`config.mk`:
```
export PLATFORM = sky130hd
export DESIGN_NAME = led_pattern_gen
export DESIGN_NICKNAME = d
export VERILOG_FILES = /design/src/rtl/led_pattern_gen.sv
export SDC_FILE = /design/constraint.sdc
export NUM_CORES = 1
export LEC_CHECK = 0
export ABC_CLOCK_PERIOD_IN_PS = 4900
export CAP_MARGIN = 20
export CORE_UTILIZATION = 28
export DETAILED_ROUTE_END_ITERATION = 8
export GPL_ROUTABILITY_DRIVEN = 0
export SETUP_SLACK_MARGIN = 0.15
export SYNTH_ARGS = -nofsm -noshare
export SYNTH_HDL_FRONTEND = slang
export SYNTH_SLANG_ARGS = --single-unit
```
`constraint.sdc`:
```
create_clock -name sys_clk -period 4.9 [get_ports sys_clk]
set_clock_uncertainty 0.2 [all_clocks]
set_input_delay 1.47 -clock sys_clk [delete_from_list [all_inputs] [get_ports sys_clk]]
set_output_delay 1.47 -clock sys_clk [all_outputs]
set_load 0.01 [all_outputs]
```
`src/rtl/led_pattern_gen.sv`:
```
// led_pattern_gen: NUM_CH independent LED channels (off / on / blink / counted
// pulse burst). All channels share one tick prescaler and are configured
// through a single-cycle write port.
//
// Per-channel mode register:
//   state      | meaning
//   MODE_OFF   | LED never lit, phase held at 0
//   MODE_ON    | LED always lit, phase held at 0
//   MODE_BLINK | LED lit while ph < duty, ph wraps every period ticks
//   MODE_PULSE | as BLINK, but each period end consumes one flash; drops to OFF at zero
module led_pattern_gen #(
  parameter int         NUM_CH      = 4,
  parameter int         TICK_DIV    = 50000,
  parameter int         CNT_W       = 16,
  parameter int         ACTIVE_HIGH = 1,
  parameter logic [1:0] RST_MODE    = 2'd2,
  parameter int         RST_PERIOD  = 1000,
  parameter int         RST_DUTY    = 500,
  localparam int        CH_W        = (NUM_CH > 1) ? $clog2(NUM_CH) : 1
) (
  input  logic              sys_clk,
  input  logic              sys_rst_n,
  input  logic              cfg_we,
  input  logic [CH_W-1:0]   cfg_ch,
  input  logic [1:0]        cfg_mode,
  input  logic [CNT_W-1:0]  cfg_period,
  input  logic [CNT_W-1:0]  cfg_duty,
  input  logic [7:0]        cfg_count,
  output logic [NUM_CH-1:0] led,
  output logic [NUM_CH-1:0] busy,
  output logic [NUM_CH-1:0] done
);

  localparam logic [1:0] MODE_OFF   = 2'd0;
  localparam logic [1:0] MODE_ON    = 2'd1;
  localparam logic [1:0] MODE_BLINK = 2'd2;
  localparam logic [1:0] MODE_PULSE = 2'd3;

  localparam int            TW        = $clog2(TICK_DIV);
  localparam logic [TW-1:0] TICK_LAST = TW'(TICK_DIV - 1);
  // XOR mask applied to the lit condition; also the inactive (reset) LED level
  localparam logic          LED_INV   = (ACTIVE_HIGH == 0);

  logic [TW-1:0] tick_cnt_q, tick_cnt_d;
  logic          tick;

  assign tick       = (tick_cnt_q == TICK_LAST);
  assign tick_cnt_d = tick ? '0 : tick_cnt_q + TW'(1);

  // Free-running tick prescaler; config writes never disturb it
  always_ff @(posedge sys_clk or negedge sys_rst_n) begin
    if (!sys_rst_n) tick_cnt_q <= '0;
    else            tick_cnt_q <= tick_cnt_d;
  end

  for (genvar i = 0; i < NUM_CH; i++) begin : g_ch
    logic [1:0]       mode_q, mode_d;
    logic [CNT_W-1:0] period_q, period_d;
    logic [CNT_W-1:0] duty_q, duty_d;
    logic [CNT_W-1:0] ph_q, ph_d;
    logic [7:0]       rem_q, rem_d;
    logic             led_q, led_d;
    logic             done_q, done_d;
    logic             sel, running, lit;

    // Out-of-range channel numbers match no channel, so such writes vanish
    assign sel     = cfg_we && (cfg_ch == CH_W'(i));
    assign running = (mode_q == MODE_BLINK) || (mode_q == MODE_PULSE);

    // Lit condition from the current registered state; a PULSE with no
    // flashes left never lights even for the cycle before it turns OFF
    always_comb begin
      lit = 1'b0;
      case (mode_q)
        MODE_ON:    lit = 1'b1;
        MODE_BLINK: lit = (period_q != '0) && (ph_q < duty_q);
        MODE_PULSE: lit = (period_q != '0) && (ph_q < duty_q) && (rem_q != 8'd0);
        default:    lit = 1'b0;
      endcase
    end

    // Next-state: a write beats a same-cycle tick; an empty PULSE retires at once
    always_comb begin
      mode_d   = mode_q;
      period_d = period_q;
      duty_d   = duty_q;
      ph_d     = ph_q;
      rem_d    = rem_q;
      done_d   = 1'b0;
      led_d    = lit ^ LED_INV;
      if (sel) begin
        mode_d   = cfg_mode;
        period_d = cfg_period;
        duty_d   = cfg_duty;
        rem_d    = cfg_count;
        ph_d     = '0;
      end else if ((mode_q == MODE_PULSE) && (rem_q == 8'd0)) begin
        mode_d = MODE_OFF;
        done_d = 1'b1;
      end else if (tick && running && (period_q != '0)) begin
        if (ph_q == period_q - CNT_W'(1)) begin
          ph_d = '0;
          if (mode_q == MODE_PULSE) begin
            rem_d = rem_q - 8'd1;
            if (rem_q == 8'd1) begin
              mode_d = MODE_OFF;
              done_d = 1'b1;
            end
          end
        end else begin
          ph_d = ph_q + CNT_W'(1);
        end
      end
    end

    // Channel state and registered outputs
    always_ff @(posedge sys_clk or negedge sys_rst_n) begin
      if (!sys_rst_n) begin
        mode_q   <= RST_MODE;
        period_q <= CNT_W'(RST_PERIOD);
        duty_q   <= CNT_W'(RST_DUTY);
        ph_q     <= '0;
        rem_q    <= 8'd0;
        led_q    <= LED_INV;
        done_q   <= 1'b0;
      end else begin
        mode_q   <= mode_d;
        period_q <= period_d;
        duty_q   <= duty_d;
        ph_q     <= ph_d;
        rem_q    <= rem_d;
        led_q    <= led_d;
        done_q   <= done_d;
      end
    end

    assign led[i]  = led_q;
    assign done[i] = done_q;
    assign busy[i] = (mode_q == MODE_PULSE) && (rem_q != 8'd0);
  end

endmodule

```
==> results of run 1 <==
## kinds of logic (layout without fill, tap and decap cells)
kind of cell | count (synthesis) | in the layout | share of synthesized area [%]
flip-flops | 256 | 256 | 41.6
AND/OR/NAND/NOR | 808 | 808 | 25.5
XOR/XNOR | 152 | 152 | 8.56
multiplexers | 17 | 17 | 1.16
AO/OA/AOI/OAI | 287 | 287 | 12.4
buffers and inverters | 176 | 223 | 4.50
adder cells (fa/ha/maj) | 79 | 79 | 6.34
other | 0 | 2 | 0
## final timing paths
path	cells past startpoint	slack, ns	from	end
max reg2reg	8	0.88	g_ch[3].period_q[2]	g_ch[3].ph_q[14]
max	5	0.74	g_ch[1].rem_q[2]	busy[1]
min	1	0.25	tick_cnt_q[0]	tick_cnt_q[0]
max in group asynchronous	2	2.87	sys_rst_n	g_ch[1].period_q[7]
min reg2reg	1	0.25	tick_cnt_q[0]	tick_cnt_q[0]
min in group asynchronous	1	0.72	sys_rst_n	g_ch[0].ph_q[9]
## synth_stat cells (all sizes together), types with 19 or more instances
| library cell | n |
|---|---|
| nand2 | 340 |
| dfrtp | 204 |
| nor2 | 120 |
| o21ai | 107 |
| xnor2 | 91 |
| inv | 90 |
| ha | 78 |
| clkbuf | 69 |
| xor2 | 61 |
| nor3 | 59 |
| dfstp | 52 |
| nand4 | 51 |
| nand3 | 47 |
| a21oi | 29 |
| nor4 | 29 |
| a21o | 25 |
| and3 | 23 |
| nand2b | 19 |
## state kept, by name (all words and copies together) (netlist names)
| register | count |
|---|---|
| tick_cnt_q | 16 |
| g_ch.led_q | 4 |
| g_ch.duty_q | 64 |
| g_ch.rem_q | 32 |
| g_ch.period_q | 64 |
| g_ch.done_q | 4 |
| g_ch.mode_q | 8 |
| g_ch.ph_q | 64 |
## cells in the final DEF, fill, tap and decap left out, drive strengths merged, types with 19 or more instances in the layout
cell type,netlist,layout
a21o,25,25
nand2b,19,19
clkdlybuf4s50,0,57
nand2,340,340
nor3,59,59
inv,90,92
dfstp,52,52
nand4,51,51
ha,78,78
dfrtp,204,204
clkbuf,69,37
o21ai,107,107
nor2,120,120
xnor2,91,91
and3,23,23
nor4,29,29
a21oi,29,29
nand3,47,47
xor2,61,61
## routing by layer
| metal | part of all wire [%] | vias up | global-route usage [%] |
|---|---|---|---|
| li1 | - | 6242 | - |
| met1 | 45 | 6403 | 22.0 |
| met2 | 45 | 397 | 26.4 |
| met3 | 5.7 | 95 | 2.44 |
| met4 | 4.4 | 0 | 7.08 |
| met5 | 0 | - | 0 |
## through the flow
stage / instances / hold WS, ns / power, mW
floorplan: 1775 / 0.233 / 3.50
global placement: 2512 / 0.249 / 3.89
detailed placement: 2512 / 0.251 / 3.93
CTS: 2570 / 0.258 / 6.42
global route: 2570 / 0.280 / 6.68
finish: 2572 / 0.254 / 6.36
## report_power, final
group	switching [mW]	internal, mW
Sequential	0.273	2.42
Clock	0.959	1.49
Combinational	0.709	0.516
## cell type report
cell class	instances	area (um^2)	share of cell area, %
Antenna cell	2	5.00	0.0278
Sequential cell	256	6470	36.0
Tap cell	748	936	5.20
Multi-Input combinational cell	1343	8410	46.8
Clock buffer	37	838	4.66
Timing Repair Buffer	75	726	4.04
Inverter	90	338	1.88
Clock inverter	21	260	1.45
==> flow_summary.toml, run 1 <==
[status]
status = "completed"

[layout]
utilization_pct = 32.7
drive_above_1_share_pct = 9.55
final_cell_area_um2 = 18000
nFillCells = 5674
fin_nets = 1922
area_delta_synth_final_pct = 15.6

[timing]
fin_setup_tns_ns = 0
worstMarginPinSlew_ns = 0.993
finalMaxSlewViolations = 0
finalSetupViolCount = 0
fmax_mhz = 240
finalHoldViolCount = 0
final.period_utilization_pct = 85.0
slew_headroom_pct = 32.1
rsz0062_at_grt = "false"
layout_min_cycle_time_ns = 4.16
timing.final.ws_setup_ns = 0.735

[clocking]
cts_num_sinks = 256
hold_buffers = 0
post_cts_buffers = 0
cts_root_buf = "clkbuf_16"
cts_tree = "done"
numCtsBuffers = 31
path_clk_slew_ns = 0.06
h-tree-depth = 1
clock_latency_ns = 0.58
post_cts_resized = 0
clock_path_buffers = 3

[yosys]
ys_ff_latch = 256
post-synth-top-area-fraction_pct = 32.8
yosysTopAreaCell = "dfrtp_1"
synth-edff-count = 0
synth_area_per_cell_um2 = 8.76
ys.flop_type = "dfrtp_1"
synth_fp_nets = 1900
synth.top_cells.by_area = "dfrtp_1 (33%), dfstp_2 (8.8%), nand2_1 (8.2%)"
ys_warn_count = 0
yosysSeqAreaShare_pct = 41.6
synth_area_um2 = 15600
netlist_instances = 1775
ys_types = 82
async_flop_share_pct = 100

[detailed_routing]
ant_nets = 0
vias = 13137
drc = 0
drtPass1Iterations = 6
wl_mm = 46.5
drtIter0Drc = 1081
viasPerCell = 5.11
wl_per_cell_um = 18.1

[critical_path]
critical_path_required_ns = 3.23
slowest_delay_ns = 0.50
endpoint_kind = "output port"
worstSetupStartpointType = "register"
crit_fanout = 6
critPathKind = "register to output port"
cp.arrival_ns = 2.49
crit_chain = "nor4_1 > nand2b_1 > nor2_1 > a21oi_1 > clkdlybuf4s50_1"
path_delay_family = "simple AND/OR/NAND/NOR gates"
critPathSlowestCell = "clkdlybuf4s50_1"
critPathBufInv = 1

[global_routing]
grt_pass1_vias = 12832
grt_overflow = 0
grt_first_pass_wirelength_mm = 72.3
track_usage_pct = 16.5
antenna_found_initial = 1
grt_start_max_net_pins = 89

[placement]
pre_cts_ws_ns = 0.879
place.detailed.hpwl_mm = 33.2
port_buffers = 58
placed_cell_area_um2 = 16900

[floorplan]
die-area_um2 = 56500
die_h_um = 238
core-area_um2 = 55000
rows = 86
initial_utilization_pct = 28.3
fp.dieW_um = 238
io_pins = 59

[run]
drv_cap = 0

[power_and_ir_drop]
cellPowerDensity_nw_per_um2 = 354
p_leak_nw = 7.82
vdd_drop_max_mv = 0.328

[worst_hold_path]
hold_class = "register to register"
(Power assumes the default switching activity.)
==> inputs of run 2 (changes only) <==
ABC_CLOCK_PERIOD_IN_PS = 4200   (was 4900)
clock period = 4.2 ns   (was 4.9 ns; I/O delays follow)
==> run 2 against run 1 <==
Effect of this change:
- critical path depth is 2 higher
- flip-flop and latch count stayed put
- combinational power is 17% higher
- die area stayed put
- register-to-register slack worse by 0.63 ns
- sequential power is 17% higher
- design area is 0.16% higher
- core utilization is 0.052 points higher
- via count is 0.42% lower
- cell count hardly changed
- largest cell class unchanged
==> flow_summary.toml, run 2 (synthesized netlist as in run 1, its figures left out) <==
[timing]
fmax_mhz = 250
worstMarginPinSlew_ns = 1.04
rsz0062_at_grt = "true"
fin_setup_tns_ns = 0
layout_min_cycle_time_ns = 3.99
final.period_utilization_pct = 95.1
finalMaxSlewViolations = 0
finalSetupViolCount = 0
slew_headroom_pct = 28.6
finalHoldViolCount = 0

[layout]
area_delta_synth_final_pct = 15.8
nFillCells = 5647
utilization_pct = 32.8
reg_top3 = "g_ch.duty_q (64), g_ch.period_q (64), g_ch.ph_q (64)"
fin_nets = 1929
num_antenna_cells = 0
drive_above_1_share_pct = 9.81
layout_common_cells = "nand2_1 (340), dfrtp_1 (204), nor2_1 (116)"
final_common_cell = "nand2_1"

[detailed_routing]
ant_nets = 0
wl_mm = 46.4
wl_per_cell_um = 18.0
drtPass1Iterations = 5
vias = 13082
drc = 0
viasPerCell = 5.08
drtIter0Drc = 1092

[power_and_ir_drop]
power_frac_seq_pct = 43.3
vdd_drop_max_mv = 0.304
p_clk_share_pct = 36.9
p_leak_nw = 7.84
switching_share_pct = 30.3
p_int_mw = 5.06
cellPowerDensity_nw_per_um2 = 403
power_switching_mw = 2.20
combPwrFrac_pct = 19.8

[floorplan]
rows = 86
initial_utilization_pct = 28.3
core-area_um2 = 55000
fp.dieW_um = 238
die-area_um2 = 56500
die_h_um = 238
io_pins = 59

[critical_path]
critical_path_required_ns = 2.74
crit_chain = "inv_1 > ha_1 > inv_1 > nor3_1 > nand2_1 > and3_1 > clkdlybuf4s50_1"
crit_top_cell = "inv_1"
worstSetupStartpointType = "register"
critPathKind = "register to output port"
cp.arrival_ns = 2.53
r2r_slack_ns = 0.25
crit_fanout = 5
critPathSlowestCell = "clkdlybuf4s50_1"
slowest_delay_ns = 0.52
endpoint_kind = "output port"

[placement]
port_buffers = 58
place.detailed.hpwl_mm = 33.0

[clocking]
clock_path_buffers = 3
cts_root_buf = "clkbuf_16"
clock_latency_ns = 0.56
cts_num_sinks = 256
numCtsBuffers = 29
post_cts_buffers = 0
h-tree-depth = 1
path_clk_slew_ns = 0.06
cts_tree = "done"

[worst_hold_path]
hold_class = "register to register"

[run]
drv_cap = 0

[global_routing]
grt_pass1_vias = 12758
grt_overflow = 0
grt_start_max_net_pins = 88
antenna_found_initial = 0
track_usage_pct = 16.5
grt_first_pass_wirelength_mm = 72.8

[status]
status = "completed"
## run 2: area by class of cell
type | instances | area [um^2] | share of cell area, %
Sequential cell | 256 | 6470 | 35.9
Clock inverter | 16 | 211 | 1.17
Inverter | 90 | 338 | 1.88
Timing Repair Buffer | 84 | 843 | 4.68
Clock buffer | 36 | 792 | 4.40
Tap cell | 748 | 936 | 5.20
Multi-Input combinational cell | 1343 | 8420 | 46.8
## run 2: worst max-delay path, delay by kind of cell (launching register included)
family        cells  cell delay [ns]
flops             1             0.44
simple gates      3             0.71
fa+ha+maj         1             0.17
buf+inv           3             0.66
## run 2: timing repair
item	in CTS	in global routing
endpoints found under the setup margin	0	3
resized for setup	0	3
hold buffers	0	0
## run 2: power by group through the flow
| stage | logic (mW) | clock network, mW | registers (mW) |
|---|---|---|---|
| 2_1_floorplan | 1.04 | 0 | 3.04 |
| 3_3_place_gp | 1.39 | 0 | 3.16 |
| 3_5_place_dp | 1.43 | 0 | 3.17 |
| 4_1_cts | 1.44 | 2.76 | 3.14 |
| 5_1_grt | 1.62 | 2.84 | 3.19 |
| 6_report | 1.44 | 2.68 | 3.14 |
## run 2: path summary, 6_finish.rpt
kind                                startpoint           endpoint  cells after the start
max                           g_ch[0].rem_q[0]            busy[0]                      7
max in group asynchronous            sys_rst_n  g_ch[0].duty_q[8]                      2
max reg2reg                g_ch[3].period_q[2]   g_ch[3].rem_q[0]                      8
min in group asynchronous            sys_rst_n    g_ch[0].ph_q[4]                      1
min reg2reg                      tick_cnt_q[0]      tick_cnt_q[0]                      1
min                              tick_cnt_q[0]      tick_cnt_q[0]                      1
## run 2: metal layers
metal	vias up	GRT usage [%]	routed length, um
met1	6331	23.3	21400
met5	-	0	0
li1	6262	-	-
met2	408	26.0	20500
met4	0	5.90	1830
met3	81	1.99	2700
## run 2: metrics by stage
step | total power [mW] | setup WS, ns | cells | hold WS (ns) | area, um^2
finish | 7.26 | 0.206 | 2573 | 0.272 | 18000
global route | 7.65 | 0.110 | 2573 | 0.298 | 18000
CTS | 7.34 | 0.213 | 2573 | 0.273 | 18000
detailed placement | 4.60 | 0.289 | 2521 | 0.264 | 17000
global placement | 4.55 | 0.327 | 2521 | 0.258 | 17000
floorplan | 4.08 | 0.448 | 1775 | 0.233 | 15600
==> inputs of run 3 (changes only) <==
CORE_MARGIN = 4   (was not set)
==> run 3 against run 2 <==
Effect of this change:
- flip-flop and latch count did not move
- hold slack got worse by 0.0022 ns
- highest routed layer unchanged
- cell count rose by 0.23%
- core utilization is 0.20 points lower
==> flow_summary.toml, run 3 (synthesized netlist as in run 1, its figures left out) <==
[clocking]
cts_tree = "done"
clock_latency_ns = 0.58
clock_path_buffers = 3
hold_buffers = 0
numCtsBuffers = 30
post_cts_buffers = 0
cts_root_buf = "clkbuf_16"
path_clk_slew_ns = 0.06
h-tree-depth = 1
cts_num_sinks = 256

[critical_path]
worstSetupStartpointType = "register"
cp.arrival_ns = 4.17
critical_path_required_ns = 4.47
r2r_slack_ns = 0.30
crit_fanout = 9
endpoint_kind = "register"
critPathKind = "register to register"

[floorplan]
die-area_um2 = 59400
initial_utilization_pct = 28.2
io_pins = 59
core-area_um2 = 55100
die_h_um = 244
fp.dieW_um = 244
rows = 86

[layout]
layout_common_cells = "nand2_1 (340), dfrtp_1 (204), nor2_1 (117)"
final_cell_area_um2 = 17900
utilization_pct = 32.6
final_common_cell = "nand2_1"
area_delta_synth_final_pct = 15.3
drive_above_1_share_pct = 9.78
fin_nets = 1931
reg_top3 = "g_ch.duty_q (64), g_ch.period_q (64), g_ch.ph_q (64)"

[power_and_ir_drop]
vdd_drop_max_mv = 0.324
cellPowerDensity_nw_per_um2 = 392
power.total_mw = 7.04
p_leak_nw = 7.81

[timing]
finalMaxSlewViolations = 0
slew_headroom_pct = 36.2
rsz0062_at_grt = "true"
fmax_mhz = 257
layout_min_cycle_time_ns = 3.90
finalHoldViolCount = 0
final.period_utilization_pct = 92.8
finalSetupViolCount = 0
worstMarginPinSlew_ns = 0.933
fin_setup_tns_ns = 0

[detailed_routing]
ant_nets = 0
drtIter0Drc = 984
drc = 0
viasPerCell = 5.09
drtPass1Iterations = 5
wl_per_cell_um = 18.0
vias = 13130
wl_mm = 46.3

[global_routing]
globalRouteMet1Util_pct = 21.0
antenna_found_initial = 0
grt_first_pass_wirelength_mm = 73.2
grt_overflow = 0
use_met2_pct = 24.7
grt_pass1_vias = 12925
track_usage_pct = 15.5
grt_start_max_net_pins = 66
top_usage_layer = "met2"
grt_use_met3_pct = 2.53

[run]
drv_cap = 0

[placement]
placed_cell_area_um2 = 17000
place.detailed.hpwl_mm = 33.3
port_buffers = 58

[status]
status = "completed"

[worst_hold_path]
hold_class = "register to register"
[run 3: final timing paths]
check,from,endpoint,cells after the start
max,g_ch[3].period_q[2],g_ch[3].rem_q[1],8
min,tick_cnt_q[0],tick_cnt_q[0],1
max reg2reg,g_ch[3].period_q[2],g_ch[3].rem_q[1],8
min reg2reg,tick_cnt_q[0],tick_cnt_q[0],1
max in group asynchronous,sys_rst_n,g_ch[3].duty_q[6],2
min in group asynchronous,sys_rst_n,g_ch[0].period_q[4],1
[run 3: layout make-up]
class	instances	area (um^2)
repair buffers	85	838
diodes	1	2.50
flip-flops and latches	256	6470
fillers	5770	37200
inverters	90	338
multi-input cells	1343	8420
clock buffers	43	850
clock inverters	13	78.8
well taps	748	936
[run 3: what timing repair did]
action,in CTS,in global routing
setup endpoints to repair,0,4
hold endpoints to repair,0,0
gates resized for setup,0,4
[run 3: power by group]
part,switching (mW),total [mW],leakage (nW),internal [mW]
Combinational,0.830,1.44,4.19,0.611
Sequential,0.321,3.14,3.15,2.82
Clock,1.05,2.45,0.465,1.40
Total,2.20,7.04,7.81,4.83
[run 3: routing by layer]
layer | up-vias | wire length, um
met1 | 6394 | 20700
li1 | 6270 | -
met2 | 360 | 20700
met3 | 106 | 2670
met5 | - | 0
met4 | 0 | 2190
[run 3: per-stage QoR]
stage	setup slack (ns)	hold WS [ns]	instances
6_report	0.303	0.270	2579
5_1_grt	0.148	0.301	2578
4_1_cts	0.230	0.274	2578
3_5_place_dp	0.272	0.265	2522
3_3_place_gp	0.341	0.244	2522
2_1_floorplan	0.448	0.233	1775
[run 3: critical path: stages (launching register included)]
cell and delay [ns]:
dfrtp_1 0.47, or4_4 0.56, or4_4 0.52, or4_4 0.52, a2111oi_4 0.42, nand4b_4 0.21, or2_4 0.30, or4_1 0.49
o311ai_1 0.10
